File: src/rtl/matmul_pkg.sv
// Shared definitions for the matmul tile scheduler and the BRAM wrapper that owns A/B.
// Holds the FSM encoding, the per-state control word and the tiling helper functions.
package matmul_pkg;

  typedef enum logic [2:0] {
    ST_IDLE     = 3'd0,
    ST_PRIME    = 3'd1,
    ST_RUN      = 3'd2,
    ST_STEP_CLR = 3'd3,
    ST_DRAIN    = 3'd4,
    ST_EMIT     = 3'd5,
    ST_FIN      = 3'd6
  } state_e;

  typedef struct packed {
    logic enb;
    logic core_en;
    logic core_rst_n;
    logic core_reset_acc;
    logic out_valid;
    logic done;
    logic busy;
  } ctrl_t;

  function automatic int unsigned k_steps_of(input int unsigned inner_dim,
                                             input int unsigned block_size);
    return inner_dim / block_size;
  endfunction

  function automatic int unsigned tiles_of(input int unsigned dim,
                                           input int unsigned block_size);
    return (dim + block_size - 1) / block_size;
  endfunction

  // Number of BRAM words one operand occupies; must fit in 2^ADDR_WIDTH.
  function automatic int unsigned addr_span(input int unsigned k_steps,
                                            input int unsigned tiles);
    return k_steps * tiles;
  endfunction

  // Control outputs seen while the FSM sits in a given state.
  function automatic ctrl_t ctrl_of(input state_e st);
    ctrl_t c;
    c                = '0;
    c.busy           = (st != ST_IDLE);
    c.enb            = (st != ST_IDLE);
    c.core_rst_n     = (st != ST_IDLE) && (st != ST_STEP_CLR);
    c.core_reset_acc = (st != ST_IDLE) && (st != ST_PRIME);
    c.core_en        = (st == ST_RUN) || (st == ST_DRAIN);
    c.out_valid      = (st == ST_EMIT);
    c.done           = (st == ST_FIN);
    return c;
  endfunction

endpackage

File: src/rtl/matmul_tile_scheduler_if.sv
// Tile result stream from the scheduler to the sink that captures the core output.
interface matmul_tile_scheduler_if #(
  parameter int unsigned CNT_WIDTH = 16
) ();

  logic                 out_valid;
  logic                 out_ready;
  logic [CNT_WIDTH-1:0] out_row;
  logic [CNT_WIDTH-1:0] out_col;

  modport master (output out_valid, output out_row, output out_col, input out_ready);
  modport slave  (input out_valid, input out_row, input out_col, output out_ready);

endinterface

File: src/rtl/matmul_tile_counter.sv
// Nested k / col / row counters for the tile walk, with wrap and last-element flags.
// Exposes next-cycle values so addresses can be registered on the same edge as the count.
module matmul_tile_counter
  import matmul_pkg::*;
#(
  parameter int unsigned K_STEPS   = 4,
  parameter int unsigned ROW_TILES = 2,
  parameter int unsigned COL_TILES = 3,
  parameter int unsigned CNT_WIDTH = 16
) (
  input  logic                 clk,
  input  logic                 rst_n,
  input  logic                 clr,
  input  logic                 k_inc,
  input  logic                 tile_inc,
  output logic [CNT_WIDTH-1:0] row,
  output logic [CNT_WIDTH-1:0] col,
  output logic [CNT_WIDTH-1:0] k_nxt,
  output logic [CNT_WIDTH-1:0] row_nxt,
  output logic [CNT_WIDTH-1:0] col_nxt,
  output logic                 k_last,
  output logic                 tile_last
);

  localparam logic [CNT_WIDTH-1:0] K_MAX   = CNT_WIDTH'(K_STEPS - 1);
  localparam logic [CNT_WIDTH-1:0] ROW_MAX = CNT_WIDTH'(ROW_TILES - 1);
  localparam logic [CNT_WIDTH-1:0] COL_MAX = CNT_WIDTH'(COL_TILES - 1);
  localparam logic [CNT_WIDTH-1:0] ONE     = CNT_WIDTH'(1);

  logic [CNT_WIDTH-1:0] k_q, row_q, col_q;
  logic [CNT_WIDTH-1:0] k_d, row_d, col_d;
  logic                 col_last;

  assign k_last    = (k_q == K_MAX);
  assign col_last  = (col_q == COL_MAX);
  assign tile_last = col_last && (row_q == ROW_MAX);

  // NOTE: every _d is given its current value first, so no path leaves it unassigned (no latch).
  always_comb begin
    k_d   = k_q;
    row_d = row_q;
    col_d = col_q;
    if (clr) begin
      k_d   = '0;
      row_d = '0;
      col_d = '0;
    end else if (tile_inc) begin
      k_d = '0;
      if (col_last) begin
        col_d = '0;
        row_d = (row_q == ROW_MAX) ? '0 : row_q + ONE;
      end else begin
        col_d = col_q + ONE;
      end
    end else if (k_inc) begin
      k_d = k_last ? '0 : k_q + ONE;
    end
  end

  // NOTE: state is updated with non-blocking assignments only, so every flop sees pre-edge values.
  always_ff @(posedge clk) begin
    if (!rst_n) begin
      k_q   <= '0;
      row_q <= '0;
      col_q <= '0;
    end else begin
      k_q   <= k_d;
      row_q <= row_d;
      col_q <= col_d;
    end
  end

  assign row     = row_q;
  assign col     = col_q;
  assign k_nxt   = k_d;
  assign row_nxt = row_d;
  assign col_nxt = col_d;

endmodule

File: src/rtl/matmul_tile_scheduler.sv
// Sequences one C = A x B job: walks output tiles row-major, drives the A/B BRAM reads and
// core clears for each K step, hands each finished tile to the sink and pulses done at the end.
module matmul_tile_scheduler
  import matmul_pkg::*;
#(
  parameter int unsigned K_STEPS      = 4,
  parameter int unsigned ROW_TILES    = 2,
  parameter int unsigned COL_TILES    = 3,
  parameter int unsigned ADDR_WIDTH_A = 8,
  parameter int unsigned ADDR_WIDTH_B = 8,
  parameter int unsigned CNT_WIDTH    = 16
) (
  input  logic                    clk,
  input  logic                    rst_n,
  input  logic                    start,
  output logic                    busy,
  output logic                    done,
  output logic                    a_enb,
  output logic                    b_enb,
  output logic [ADDR_WIDTH_A-1:0] a_addrb,
  output logic [ADDR_WIDTH_B-1:0] b_addrb,
  output logic                    core_en,
  output logic                    core_rst_n,
  output logic                    core_reset_acc,
  input  logic                    step_done,
  input  logic                    acc_done,
  matmul_tile_scheduler_if.master tile_if,
  output logic                    err
);

  localparam logic [CNT_WIDTH-1:0] K_STRIDE = CNT_WIDTH'(K_STEPS);

  state_e                  state_q, state_d;
  ctrl_t                   ctrl_q, ctrl_d;
  logic [ADDR_WIDTH_A-1:0] a_addrb_q, a_addrb_d;
  logic [ADDR_WIDTH_B-1:0] b_addrb_q, b_addrb_d;
  logic [CNT_WIDTH-1:0]    out_row_q, out_row_d;
  logic [CNT_WIDTH-1:0]    out_col_q, out_col_d;
  logic                    err_q, err_d;

  logic                    cnt_clr, k_inc, tile_inc;
  logic [CNT_WIDTH-1:0]    row, col, k_nxt, row_nxt, col_nxt;
  logic                    k_last, tile_last;

  matmul_tile_counter #(
    .K_STEPS  (K_STEPS),
    .ROW_TILES(ROW_TILES),
    .COL_TILES(COL_TILES),
    .CNT_WIDTH(CNT_WIDTH)
  ) u_counter (
    .clk      (clk),
    .rst_n    (rst_n),
    .clr      (cnt_clr),
    .k_inc    (k_inc),
    .tile_inc (tile_inc),
    .row      (row),
    .col      (col),
    .k_nxt    (k_nxt),
    .row_nxt  (row_nxt),
    .col_nxt  (col_nxt),
    .k_last   (k_last),
    .tile_last(tile_last)
  );

  always_comb begin
    state_d   = state_q;
    err_d     = err_q;
    out_row_d = out_row_q;
    out_col_d = out_col_q;
    cnt_clr   = 1'b0;
    k_inc     = 1'b0;
    tile_inc  = 1'b0;
    unique case (state_q)
      ST_IDLE: begin
        if (start) begin
          state_d = ST_PRIME;
          cnt_clr = 1'b1;
        end
      end
      ST_PRIME:    state_d = ST_RUN;
      ST_RUN: begin
        if (step_done) begin
          if (k_last) begin
            state_d = ST_DRAIN;
          end else begin
            k_inc   = 1'b1;
            state_d = ST_STEP_CLR;
          end
        end
      end
      ST_STEP_CLR: state_d = ST_RUN;
      ST_DRAIN: begin
        if (acc_done) begin
          state_d   = ST_EMIT;
          out_row_d = row;
          out_col_d = col;
        end
      end
      ST_EMIT: begin
        // Stalled sink keeps us here with the core idle and addresses frozen.
        if (tile_if.out_ready) begin
          tile_inc = 1'b1;
          state_d  = tile_last ? ST_FIN : ST_PRIME;
        end
      end
      ST_FIN:      state_d = ST_IDLE;
      default:     state_d = ST_IDLE;
    endcase

    if (state_q == ST_IDLE && start) begin
      err_d = 1'b0;
    end else if (acc_done && !(state_q inside {ST_DRAIN, ST_EMIT})) begin
      err_d = 1'b1;
    end
  end

  // Outputs are registered from the next state, so they line up with the state they describe.
  always_comb begin
    ctrl_d    = ctrl_of(state_d);
    a_addrb_d = '0;
    b_addrb_d = '0;
    if (state_d != ST_IDLE) begin
      a_addrb_d = ADDR_WIDTH_A'(k_nxt + K_STRIDE * row_nxt);
      b_addrb_d = ADDR_WIDTH_B'(k_nxt + K_STRIDE * col_nxt);
    end
  end

  always_ff @(posedge clk) begin
    if (!rst_n) begin
      state_q   <= ST_IDLE;
      ctrl_q    <= '0;
      a_addrb_q <= '0;
      b_addrb_q <= '0;
      out_row_q <= '0;
      out_col_q <= '0;
      err_q     <= 1'b0;
    end else begin
      state_q   <= state_d;
      ctrl_q    <= ctrl_d;
      a_addrb_q <= a_addrb_d;
      b_addrb_q <= b_addrb_d;
      out_row_q <= out_row_d;
      out_col_q <= out_col_d;
      err_q     <= err_d;
    end
  end

  assign busy              = ctrl_q.busy;
  assign done              = ctrl_q.done;
  assign a_enb             = ctrl_q.enb;
  assign b_enb             = ctrl_q.enb;
  assign core_en           = ctrl_q.core_en;
  assign core_rst_n        = ctrl_q.core_rst_n;
  assign core_reset_acc    = ctrl_q.core_reset_acc;
  assign a_addrb           = a_addrb_q;
  assign b_addrb           = b_addrb_q;
  assign tile_if.out_valid = ctrl_q.out_valid;
  assign tile_if.out_row   = out_row_q;
  assign tile_if.out_col   = out_col_q;
  assign err               = err_q;

endmodule

File: src/flat_wrapper.sv
// flat-port wrapper written by rule: the top's interface ports become plain ports
module matmul_tile_scheduler_flat import matmul_pkg::*;
#(
  parameter int unsigned K_STEPS      = 4,
  parameter int unsigned ROW_TILES    = 2,
  parameter int unsigned COL_TILES    = 3,
  parameter int unsigned ADDR_WIDTH_A = 8,
  parameter int unsigned ADDR_WIDTH_B = 8,
  parameter int unsigned CNT_WIDTH    = 16
)
  (clk, rst_n, start, busy, done, a_enb, b_enb, a_addrb, b_addrb, core_en, core_rst_n, core_reset_acc, step_done, acc_done, err, tile_if_out_valid, tile_if_out_row, tile_if_out_col, tile_if_out_ready);
  matmul_tile_scheduler_if #(.CNT_WIDTH(CNT_WIDTH)) tile_if_i ();
  input  logic clk;
  input  logic rst_n;
  input  logic start;
  output logic busy;
  output logic done;
  output logic a_enb;
  output logic b_enb;
  output logic [ADDR_WIDTH_A-1:0] a_addrb;
  output logic [ADDR_WIDTH_B-1:0] b_addrb;
  output logic core_en;
  output logic core_rst_n;
  output logic core_reset_acc;
  input  logic step_done;
  input  logic acc_done;
  output logic err;
  output wire logic [$bits(tile_if_i.out_valid)-1:0] tile_if_out_valid;
  output wire logic [$bits(tile_if_i.out_row)-1:0] tile_if_out_row;
  output wire logic [$bits(tile_if_i.out_col)-1:0] tile_if_out_col;
  input wire logic [$bits(tile_if_i.out_ready)-1:0] tile_if_out_ready;
  assign tile_if_out_valid = tile_if_i.out_valid;
  assign tile_if_out_row = tile_if_i.out_row;
  assign tile_if_out_col = tile_if_i.out_col;
  assign tile_if_i.out_ready = tile_if_out_ready;
  matmul_tile_scheduler #(.K_STEPS(K_STEPS), .ROW_TILES(ROW_TILES), .COL_TILES(COL_TILES), .ADDR_WIDTH_A(ADDR_WIDTH_A), .ADDR_WIDTH_B(ADDR_WIDTH_B), .CNT_WIDTH(CNT_WIDTH)) u_core (.clk(clk), .rst_n(rst_n), .start(start), .busy(busy), .done(done), .a_enb(a_enb), .b_enb(b_enb), .a_addrb(a_addrb), .b_addrb(b_addrb), .core_en(core_en), .core_rst_n(core_rst_n), .core_reset_acc(core_reset_acc), .step_done(step_done), .acc_done(acc_done), .tile_if(tile_if_i), .err(err));
endmodule
File: config.mk
export PLATFORM = sky130hd
export DESIGN_NAME = matmul_tile_scheduler_flat
export DESIGN_NICKNAME = d
export VERILOG_FILES = /design/src/rtl/matmul_pkg.sv /design/src/rtl/matmul_tile_scheduler_if.sv /design/src/rtl/matmul_tile_counter.sv /design/src/rtl/matmul_tile_scheduler.sv /design/src/flat_wrapper.sv
export SDC_FILE = /design/constraint.sdc
export NUM_CORES = 1
export LEC_CHECK = 0
export ABC_CLOCK_PERIOD_IN_PS = 4600
export CORE_ASPECT_RATIO = 0.9
export CORE_MARGIN = 2
export CORE_UTILIZATION = 55
export DETAILED_ROUTE_END_ITERATION = 10
export PLACE_DENSITY_LB_ADDON = 0.12
export SYNTH_ARGS = -nofsm -noshare
export SYNTH_HDL_FRONTEND = slang
export SYNTH_HIERARCHICAL = 1
export SYNTH_SLANG_ARGS = --single-unit
File: constraint.sdc
create_clock -name clk -period 4.6 [get_ports clk]
set_input_delay 0.46 -clock clk [delete_from_list [all_inputs] [get_ports clk]]
set_output_delay 0.46 -clock clk [all_outputs]
set_load 0.03 [all_outputs]
==> results.json <==
{
  "status": "finished, final reports clean",
  "fp.dieW_um": 106,
  "fin_cells": 774,
  "drt_iter0_drc": 206,
  "dp_cells": 758,
  "synth_area_per_cell_um2": 8.48,
  "worst_slew_pin_slew_ns": 1.23,
  "fin_nets": 671,
  "fin_tns_setup_ns": 0,
  "crit_family": "simple AND/OR/NAND/NOR gates",
  "fill_cells": 805,
  "rrSetupSlack_ns": 1.01,
  "cts_resized": 0,
  "crit_slowest_cell": "clkdlybuf4s50_1",
  "synthesis.instances": 604,
  "rsz0062_at_grt": "false",
  "critPathMaxStageDelay_ns": 0.53,
  "routed-wl-met2_mm": 5.59,
  "hold_viol_final": 0,
  "vias": 4489,
  "drive_gt1_share_pct": 5.52,
  "finalClockSkew_ns": 0.0110,
  "fp-row-count": 33,
  "ioPinCount": 63,
  "cts_buffers": 9,
  "clk_path_buf_depth": 2,
  "finalSetupViolCount": 0,
  "gp_congestion": 0.930,
  "peakVddDrop_mv": 0.176,
  "route.met3.wl_um": 778,
  "cap_violations": 0,
  "viasPerCell": 5.80,
  "post-route-period-util_pct": 78.6,
  "initial_core_util_pct": 56.4,
  "top_layer": "met4",
  "areaGrowthSynthToFinish_pct": 16.6,
  "antenna_found_initial": 0,
  "grt_pass1_vias": 4157,
  "dp_hpwl_mm": 8.61,
  "min_period_ns": 3.62,
  "cts_tree": "yes",
  "die_area_mm2": 0.0101,
  "end_kind": "flip-flop",
  "gr-total-overflow": 0,
  "synth_nets": 628,
  "max_freq_mhz": 276,
  "drc": 0,
  "maxSlewHeadroom_pct": 17.6,
  "num_antenna_cells": 0,
  "portBuffers": 62,
  "h-tree-depth": 3,
  "p_leak_nw": 2.00,
  "critical_path.most_common_cell": "nor2_1",
  "cts_sinks": 104,
  "required_ns": 4.82,
  "die_y_um": 95.5,
  "path_cells": "clkdlybuf4s50_1, and4b_1, nor4b_1, nand4_1, nand2_1, nor2_1, ha_1, fa_1, a21o_1, a21oi_1, xor2_1, nor2_1",
  "cts.root.buffer_cell": "clkbuf_8",
  "cp.arrival_ns": 3.84,
  "netlist_area_mm2": 0.00512,
  "critical_path_buf_inv_count": 1,
  "clk-insertion-delay-late_ns": 0.36,
  "ctsHoldBuffers": 0,
  "post_cts_buffers": 0,
  "yosysWarnings": 6,
  "hp-class": "flip-flop to flip-flop",
  "crit_fanout": 14,
  "dr.pass1.iters": 7,
  "crit_path_start_kind": "primary input",
  "track_usage_pct": 24.5,
  "clk_pin_slew_ns": 0.10,
  "core_area_mm2": 0.00908,
  "critPathKind": "primary input to flip-flop",
  "routedWlPerCell_um": 15.6,
  "grt_first_pass_wirelength_mm": 20.1,
  "wl_mm": 12.1,
  "maxSlewViolCount": 0,
  "grt_max_degree": 44,
  "power_density_mw_per_mm2": 257,
  "ant_nets": 0,
  "wirelength_met1_mm": 5.55
}
## sequential cells by signal, summed over array words and instances, names as in the netlist, 3 cells and up
| name | cells |
|---|---|
| u_core/u_counter/row | 16 |
| u_core/b_addrb | 6 |
| u_core/a_addrb | 8 |
| u_core/u_counter/col | 16 |
| u_core/state_q | 3 |
| u_core/u_counter/k_q | 16 |
| u_core/tile_if.out_row | 16 |
| u_core/tile_if.out_col | 16 |
## metal layers
| metal | global-route usage, % | vias to the layer above |
|---|---|---|
| li1 | - | 2219 |
| met1 | 32.9 | 2099 |
| met2 | 40.6 | 156 |
| met3 | 5.19 | 15 |
| met4 | 5.81 | 0 |
| met5 | 0 | - |
## placed cells by master, fill, tap and decap left out, types with 3 or more instances in the layout
master	n
a21o_1	7
nand2_1	88
clkbuf_8	10
clkdlybuf4s50_1	62
ha_1	16
nand4_1	20
inv_1	24
buf_4	9
xnor2_1	22
or3_1	8
o21ai_0	6
nor3_1	13
and4_1	7
or4_1	8
a21oi_1	24
nand3b_1	4
nor3b_1	4
o32ai_1	11
dfxtp_1	104
and2_1	5
o31ai_1	5
nor2b_1	8
or2_2	4
and3_1	4
a311oi_1	3
a21boi_0	32
xor2_1	10
nor2_1	54
nor4_1	15
and2b_1	3
nand3_1	20
a211oi_1	4
## final cells by class
| cell class | instances | area, µm² | area share, % |
|---|---|---|---|
| well taps | 122 | 153 | 2.56 |
| repair buffers | 71 | 688 | 11.5 |
| inverters | 25 | 93.8 | 1.57 |
| flip-flops and latches | 104 | 2080 | 34.9 |
| clock buffers | 12 | 145 | 2.43 |
| clock inverters | 4 | 30.0 | 0.503 |
| multi-input cells | 436 | 2780 | 46.5 |
## worst reg2reg max path, cell delays in order, from the launching register on
cell	delay (ns)
dfxtp_1	0.55
and4b_1	0.56
nor4b_1	0.38
nand4_1	0.39
nand2_1	0.28
nor2_1	0.08
ha_1	0.23
fa_1	0.42
a21o_1	0.17
a21oi_1	0.17
xor2_1	0.16
nor2_1	0.05
## path summary, 6_finish.rpt
kind,cells past startpoint,endpoint,from
worst min-delay path,2,u_core/tile_if.out_row[11],u_core/tile_if.out_row[11]
worst min register to register,2,u_core/tile_if.out_row[11],u_core/tile_if.out_row[11]
worst max register to register,11,u_core/b_addrb[6],u_core/state_q[0]
worst max-delay path,12,u_core/b_addrb[6],tile_if_out_ready
## stage by stage
stage	power (mW)	util, %	setup WS (ns)	instance area, µm²	hold WS (ns)
floorplan	1.00	-	1.53	5120	0.438
detailed placement	1.03	63.8	0.673	5790	0.456
finish	1.53	65.7	0.982	5970	0.466
global route	1.59	65.7	0.622	5970	0.488
global placement	1.03	63.8	0.750	5790	0.451
CTS	1.55	65.7	1.03	5970	0.470
## power breakdown
| group | switching (mW) | leakage, nW | internal, mW |
|---|---|---|---|
| sequential | 0.00639 | 0.839 | 0.906 |
| combinational | 0.0622 | 1.07 | 0.0379 |
| clock | 0.308 | 0.0866 | 0.214 |
(Power assumes the default switching activity.)
